<file path="config.mk">
export PLATFORM = sky130hd
export DESIGN_NAME = regfile_scoreboard
export DESIGN_NICKNAME = d
export VERILOG_FILES = /design/src/rtl/regfile_scoreboard_pkg.sv /design/src/rtl/busy_table.sv /design/src/rtl/regfile_scoreboard.sv
export SDC_FILE = /design/constraint.sdc
export NUM_CORES = 2
export LEC_CHECK = 0
export ABC_CLOCK_PERIOD_IN_PS = 6000
export BUFFER_PORTS_ARGS = -buffer_cell sky130_fd_sc_hd__buf_2
export CAP_MARGIN = 10
export CORE_UTILIZATION = 50
export DETAILED_ROUTE_END_ITERATION = 8
export GPL_TIMING_DRIVEN = 0
export HOLD_SLACK_MARGIN = 0.03
export PLACE_DENSITY_LB_ADDON = 0.12
export SYNTH_ARGS = -nofsm -noshare
export SYNTH_HDL_FRONTEND = slang
export SYNTH_HIERARCHICAL = 1
export SYNTH_SLANG_ARGS = --single-unit
export TNS_END_PERCENT = 50
</file>
<file path="constraint.sdc">
create_clock -name clk -period 6 [get_ports clk]
set_input_delay 0.3 -clock clk [delete_from_list [all_inputs] [get_ports clk]]
set_output_delay 0.3 -clock clk [all_outputs]
set_load 0.01 [all_outputs]
</file>
<file path="src/rtl/regfile_scoreboard_pkg.sv">
`default_nettype none
// ============================================================================
//  Module   : regfile_scoreboard_pkg
//  Purpose  : Shared core constants for the register file / scoreboard slice.
//             Defaults for data width, register count and address width.
//  Revision : 1.0  initial release
// ============================================================================
package regfile_scoreboard_pkg;

  localparam int CORE_XLEN  = 32;
  localparam int CORE_NREGS = 32;
  localparam int CORE_AW    = $clog2(CORE_NREGS);

endpackage : regfile_scoreboard_pkg
`default_nettype wire

</file>
<file path="src/rtl/busy_table.sv">
`default_nettype none
// ============================================================================
//  Module   : busy_table
//  Purpose  : Per-register pending-write (busy) bits, issue/writeback update,
//             registered popcount of busy bits and sticky writeback error.
//  Ports    : clk, reset_n          clock, async active-low reset
//             iss_valid/iss_rd      reserve destination register
//             wb_valid/wb_rd        writeback, clears reservation
//             busy                  current busy vector (bit 0 always 0)
//             busy_count            number of reserved registers
//             wb_err                sticky: writeback to unreserved register
//  Revision : 1.0  initial release
// ============================================================================
module busy_table
  import regfile_scoreboard_pkg::*;
#(
  parameter int NREGS = CORE_NREGS,
  parameter int AW    = CORE_AW,
  parameter int CW    = $clog2(NREGS + 1)
) (
  input  logic             clk,
  input  logic             reset_n,
  input  logic             iss_valid,
  input  logic [AW-1:0]    iss_rd,
  input  logic             wb_valid,
  input  logic [AW-1:0]    wb_rd,
  output logic [NREGS-1:0] busy,
  output logic [CW-1:0]    busy_count,
  output logic             wb_err
);

  logic [NREGS-1:0] r_busy;
  logic [NREGS-1:0] w_busy_nxt;
  logic [CW-1:0]    r_count;
  logic [CW-1:0]    w_count_nxt;
  logic             r_wb_err;
  logic             w_wb_act;
  logic             w_iss_act;

  assign w_wb_act  = wb_valid  && (wb_rd  != '0);
  assign w_iss_act = iss_valid && (iss_rd != '0);

  // Writeback clears first, then issue sets: a same-edge collision leaves
  // the register reserved for the younger instruction.
  always_comb begin
    w_busy_nxt = r_busy;
    if (w_wb_act)  w_busy_nxt[wb_rd]  = 1'b0;
    if (w_iss_act) w_busy_nxt[iss_rd] = 1'b1;
    w_busy_nxt[0] = 1'b0;
  end

  // Count is taken from the next-state vector so the register matches the
  // busy bits it is stored alongside.
  always_comb begin
    w_count_nxt = '0;
    for (int i = 0; i < NREGS; i++) begin
      w_count_nxt = w_count_nxt + CW'(w_busy_nxt[i]);
    end
  end

  always_ff @(posedge clk or negedge reset_n) begin
    if (!reset_n) begin
      r_busy   <= '0;
      r_count  <= '0;
      r_wb_err <= 1'b0;
    end else begin
      r_busy  <= w_busy_nxt;
      r_count <= w_count_nxt;
      if (w_wb_act && !r_busy[wb_rd]) r_wb_err <= 1'b1;
    end
  end

  assign busy       = r_busy;
  assign busy_count = r_count;
  assign wb_err     = r_wb_err;

endmodule : busy_table
`default_nettype wire

</file>
<file path="src/rtl/regfile_scoreboard.sv">
`default_nettype none
// ============================================================================
//  Module   : regfile_scoreboard
//  Purpose  : Multi-port register file with writeback bypass and a busy-bit
//             scoreboard. Register 0 is hardwired to zero.
//  Ports    : clk, reset_n          clock, async active-low reset
//             rs_addr/rs_data       NREAD packed read ports (comb. read)
//             rs_busy               per-port pending-write flag
//             iss_valid/iss_rd      reserve destination register
//             wb_valid/wb_rd/wb_data writeback
//             busy_count            number of reserved registers
//             wb_err                sticky writeback-to-unreserved flag
//  Revision : 1.0  initial release
// ============================================================================
module regfile_scoreboard
  import regfile_scoreboard_pkg::*;
#(
  parameter int XLEN  = CORE_XLEN,
  parameter int NREGS = CORE_NREGS,
  parameter int NREAD = 2,
  localparam int AW   = $clog2(NREGS),
  localparam int CW   = $clog2(NREGS + 1)
) (
  input  logic                  clk,
  input  logic                  reset_n,
  input  logic [NREAD*AW-1:0]   rs_addr,
  output logic [NREAD*XLEN-1:0] rs_data,
  output logic [NREAD-1:0]      rs_busy,
  input  logic                  iss_valid,
  input  logic [AW-1:0]         iss_rd,
  input  logic                  wb_valid,
  input  logic [AW-1:0]         wb_rd,
  input  logic [XLEN-1:0]       wb_data,
  output logic [CW-1:0]         busy_count,
  output logic                  wb_err
);

  logic [XLEN-1:0]  r_regs [NREGS];
  logic [NREGS-1:0] w_busy;

  busy_table #(
    .NREGS (NREGS),
    .AW    (AW),
    .CW    (CW)
  ) u_busy_table (
    .clk        (clk),
    .reset_n    (reset_n),
    .iss_valid  (iss_valid),
    .iss_rd     (iss_rd),
    .wb_valid   (wb_valid),
    .wb_rd      (wb_rd),
    .busy       (w_busy),
    .busy_count (busy_count),
    .wb_err     (wb_err)
  );

  // Entry 0 is never written; it stays at its reset value of zero.
  always_ff @(posedge clk or negedge reset_n) begin
    if (!reset_n) begin
      for (int i = 0; i < NREGS; i++) r_regs[i] <= '0;
    end else if (wb_valid && (wb_rd != '0)) begin
      r_regs[wb_rd] <= wb_data;
    end
  end

  // Bypass is gated by reset_n so a writeback presented during reset cannot
  // leak onto the read ports.
  generate
    for (genvar k = 0; k < NREAD; k++) begin : g_rd_port
      logic [AW-1:0] w_addr;
      logic          w_hit;

      assign w_addr = rs_addr[k*AW +: AW];
      assign w_hit  = reset_n && wb_valid && (wb_rd == w_addr) && (w_addr != '0);

      assign rs_data[k*XLEN +: XLEN] = (!reset_n || (w_addr == '0)) ? '0      :
                                       w_hit                        ? wb_data :
                                                                      r_regs[w_addr];
      assign rs_busy[k] = w_hit ? 1'b0 : w_busy[w_addr];
    end
  endgenerate

endmodule : regfile_scoreboard
`default_nettype wire

</file>
==> summary.txt <==
status: finished, violations left
failing checks: design-rule violations
clk_skew: 0.005541 ns
Max VDD drop: 1.634 mV
# nets final: 4714
Clock H-tree levels: 3
Min Hold Slack: 0.08096 ns
vias in the first global route: 41819
Critical path origin: iss_rd[4]
Worst Slack Setup Final: 0.3034 ns
Core Box Area: 0.1165 mm2
fmax: 0.1755 GHz
commonest cells after routing, fill and taps aside: mux2_2, dfrtp_1, mux4_2
WP data required: 6.63 ns
Seq cells post-synth: 1062
crit path kind: in2reg
total die area: 0.1193 mm2
Reg area: 0.02658 mm2
multi-input combinational cell area: 0.02985 mm2
Rel. slew slack: 0.08286
largest cells by area after synthesis: dfrtp_1, mux2_2, mux4_2
CTS tree: built
Primary FF master, synth: dfrtp_1
Post-Syn Area: 0.05896 mm2
antenna viol nets, final: 0
Syn Inst Count: 4349
maxcap violations: 0
fill count: 9670
First-pass DRT Iterations: 9
GRT Overall Usage: 0.3767
async set-reset flop share out of synthesis: 1.000
Max clock buf depth: 3
detailed-route wire length: 225.8 mm
most common cell after layout, fill and taps aside: mux2_2
CTS Sinks: 1062
first-pass GRT wire length: 318.0 mm
Final setup viols: 0
Area Overhead vs Synth: 11.82%
vias per cell: 6.870
GRT overflow: 0
CP max-delay cell: fa_1
crit-path max FO: 9
Final GP Congestion: 1.018
I/O pins: 129
Die Wd: 345.4 um
Arrival @ worst endpoint: 6.33 ns
Final Util: 0.5658
pre-CTS WS: -0.4408 ns
Yosys cell types: 62
drt drc: 1
TNS Setup: 0 ns
fraction of the yosys area taken by sequential cells: 0.4507
pin count of the biggest net entering global routing: 161
vias: 42926
initial drt markers: 5689
Yosys warning count: 6
Fin. Hold Viols: 0
Synth top area share: 0.4507
total power: 0.02418 W
Clock Tree Root: clkbuf_16
DP Wirelength: 164.2 mm
TritonCTS Buffers: 118
row count: 125
min Tclk post-route: 5.697 ns
start of the worst register-to-register path: u_busy_table/busy[22]
Lkg Pwr: 28.75 nW
crit end category: flop
initial antenna violation count: 11
Syn Nets: 4435
most frequent CP cell: fa_1
drt wl/cell: 36.14 um
Critical Path Source Type: input pin
CP Cell Sequence: dlygate4sd3_1 -> clkbuf_1 -> nor2b_1 -> nand3_1 -> o21ai_0 -> fa_1 -> inv_1 -> fa_1 -> fa_1 -> inv_1 -> fa_1 -> inv_1 -> fa_1 -> inv_1 -> fa_1 -> inv_1 -> fa_1 -> inv_1 -> fa_1 -> nand2_1 -> nand2_1 -> a21oi_1 -> xnor2_1
Final Cycle Share: 0.9494
Final Max Tran Viols: 0
Die Ht: 345.4 um
port bufs: 115
Hold WC Path Type: in2async
Clock Latency Late Sink: 0.72 ns
Clock transition at path regs: 0.05 ns
pwr/cell area: 366.8 mW/mm2
EDFF count, synth: 0
Least-Margin Pin Slew: 1.376 ns
RSZ-0062 raised after global routing: no
CP peak stage delay: 0.56 ns
Synth area leader: dfrtp_1
layout cell share with drive strength beyond 1: 0.4411
Starting Density: 0.5060
syn_area_per_cell: 13.56 um2
-- through the flow --
stage	std cells	instance area [um2]
finish	6248	65930
floorplan	4349	58960
detailed placement	5995	61650
CTS	6237	65850
global route	6242	65910
global placement	5988	61440
-- cell families after synthesis --
kind of cell,after synthesis,synth area share
AOI/OAI and AO/OA,536,0.06328
DFF,1062,0.4507
adders and majority gates,30,0.009295
xor gates and xnor gates,10,0.001485
and+or+nand+nor,461,0.04127
other,1,0.00006360
muxes,1725,0.3904
buffers and inverters,524,0.04348
-- layout make-up --
cell class / count / area share
diodes: 8 / 0.0003037
plain buffers: 478 / 0.03629
clock buffers: 182 / 0.05346
clock inverters: 26 / 0.005124
inverters: 46 / 0.002619
multi-input cells: 2763 / 0.4528
flip-flops and latches: 1062 / 0.4031
well taps: 1524 / 0.02892
repair buffers: 159 / 0.01738
-- path summary, 6_finish.rpt --
check / endpoint / slack (ns) / cells past startpoint
setup / recovery: u_busy_table/busy_count[4] / 0.30 / 23
min in group clk: u_busy_table/busy[5] / 0.09 / 4
setup reg to reg: u_busy_table/busy_count[4] / 0.69 / 20
hold / removal: u_busy_table/busy_count[4] / 0.08 / 2
hold reg to reg: r_regs[1013] / 0.48 / 1
max in group asynchronous: r_regs[407] / 3.43 / 5
-- Yosys cell counts (all sizes together), types with 68 or more instances --
library cell,number
buf,260
mux2i,261
nand2,96
mux2,1116
o21ai,187
dfrtp,1062
clkbuf,218
nor2,127
mux4,348
nor3,68
-- state kept, by name (all words and copies together) (netlist names) --
register,cells
r_regs,1024
u_busy_table/busy,31
u_busy_table/busy_count,6
u_busy_table/wb_err,1
-- report_power, final --
group	switching (W)	internal, W
clock network	0.00311	0.00430
registers	0.00106	0.00861
logic	0.00363	0.00348
-- critical path, delay by kind of cell --
kind | cells | cell delay (ns)
adders and majority gates | 8 | 3.54
buffers and inverters | 8 | 1.29
AOI/OAI and AO/OA | 2 | 0.56
and+or+nand+nor | 4 | 0.50
xor gates and xnor gates | 1 | 0.15
-- what timing repair did --
action,4_1_cts,5_1_grt
endpoints found under the setup margin,0,6
resized for setup,0,6
hold buffers,34,0
endpoints found under the hold margin,158,0
setup buffers,0,3
-- routing by layer --
metal / GRT usage / part of all wire / up-vias
met3: 0.1313 / 0.12 / 474
met2: 0.5353 / 0.43 / 2528
met4: 0.1415 / 0.043 / 4
met5: 0 / 0.00017 / -
met1: 0.5300 / 0.41 / 22883
li1: - / - / 17037
Note: power is estimated with default switching activity, not from simulation.
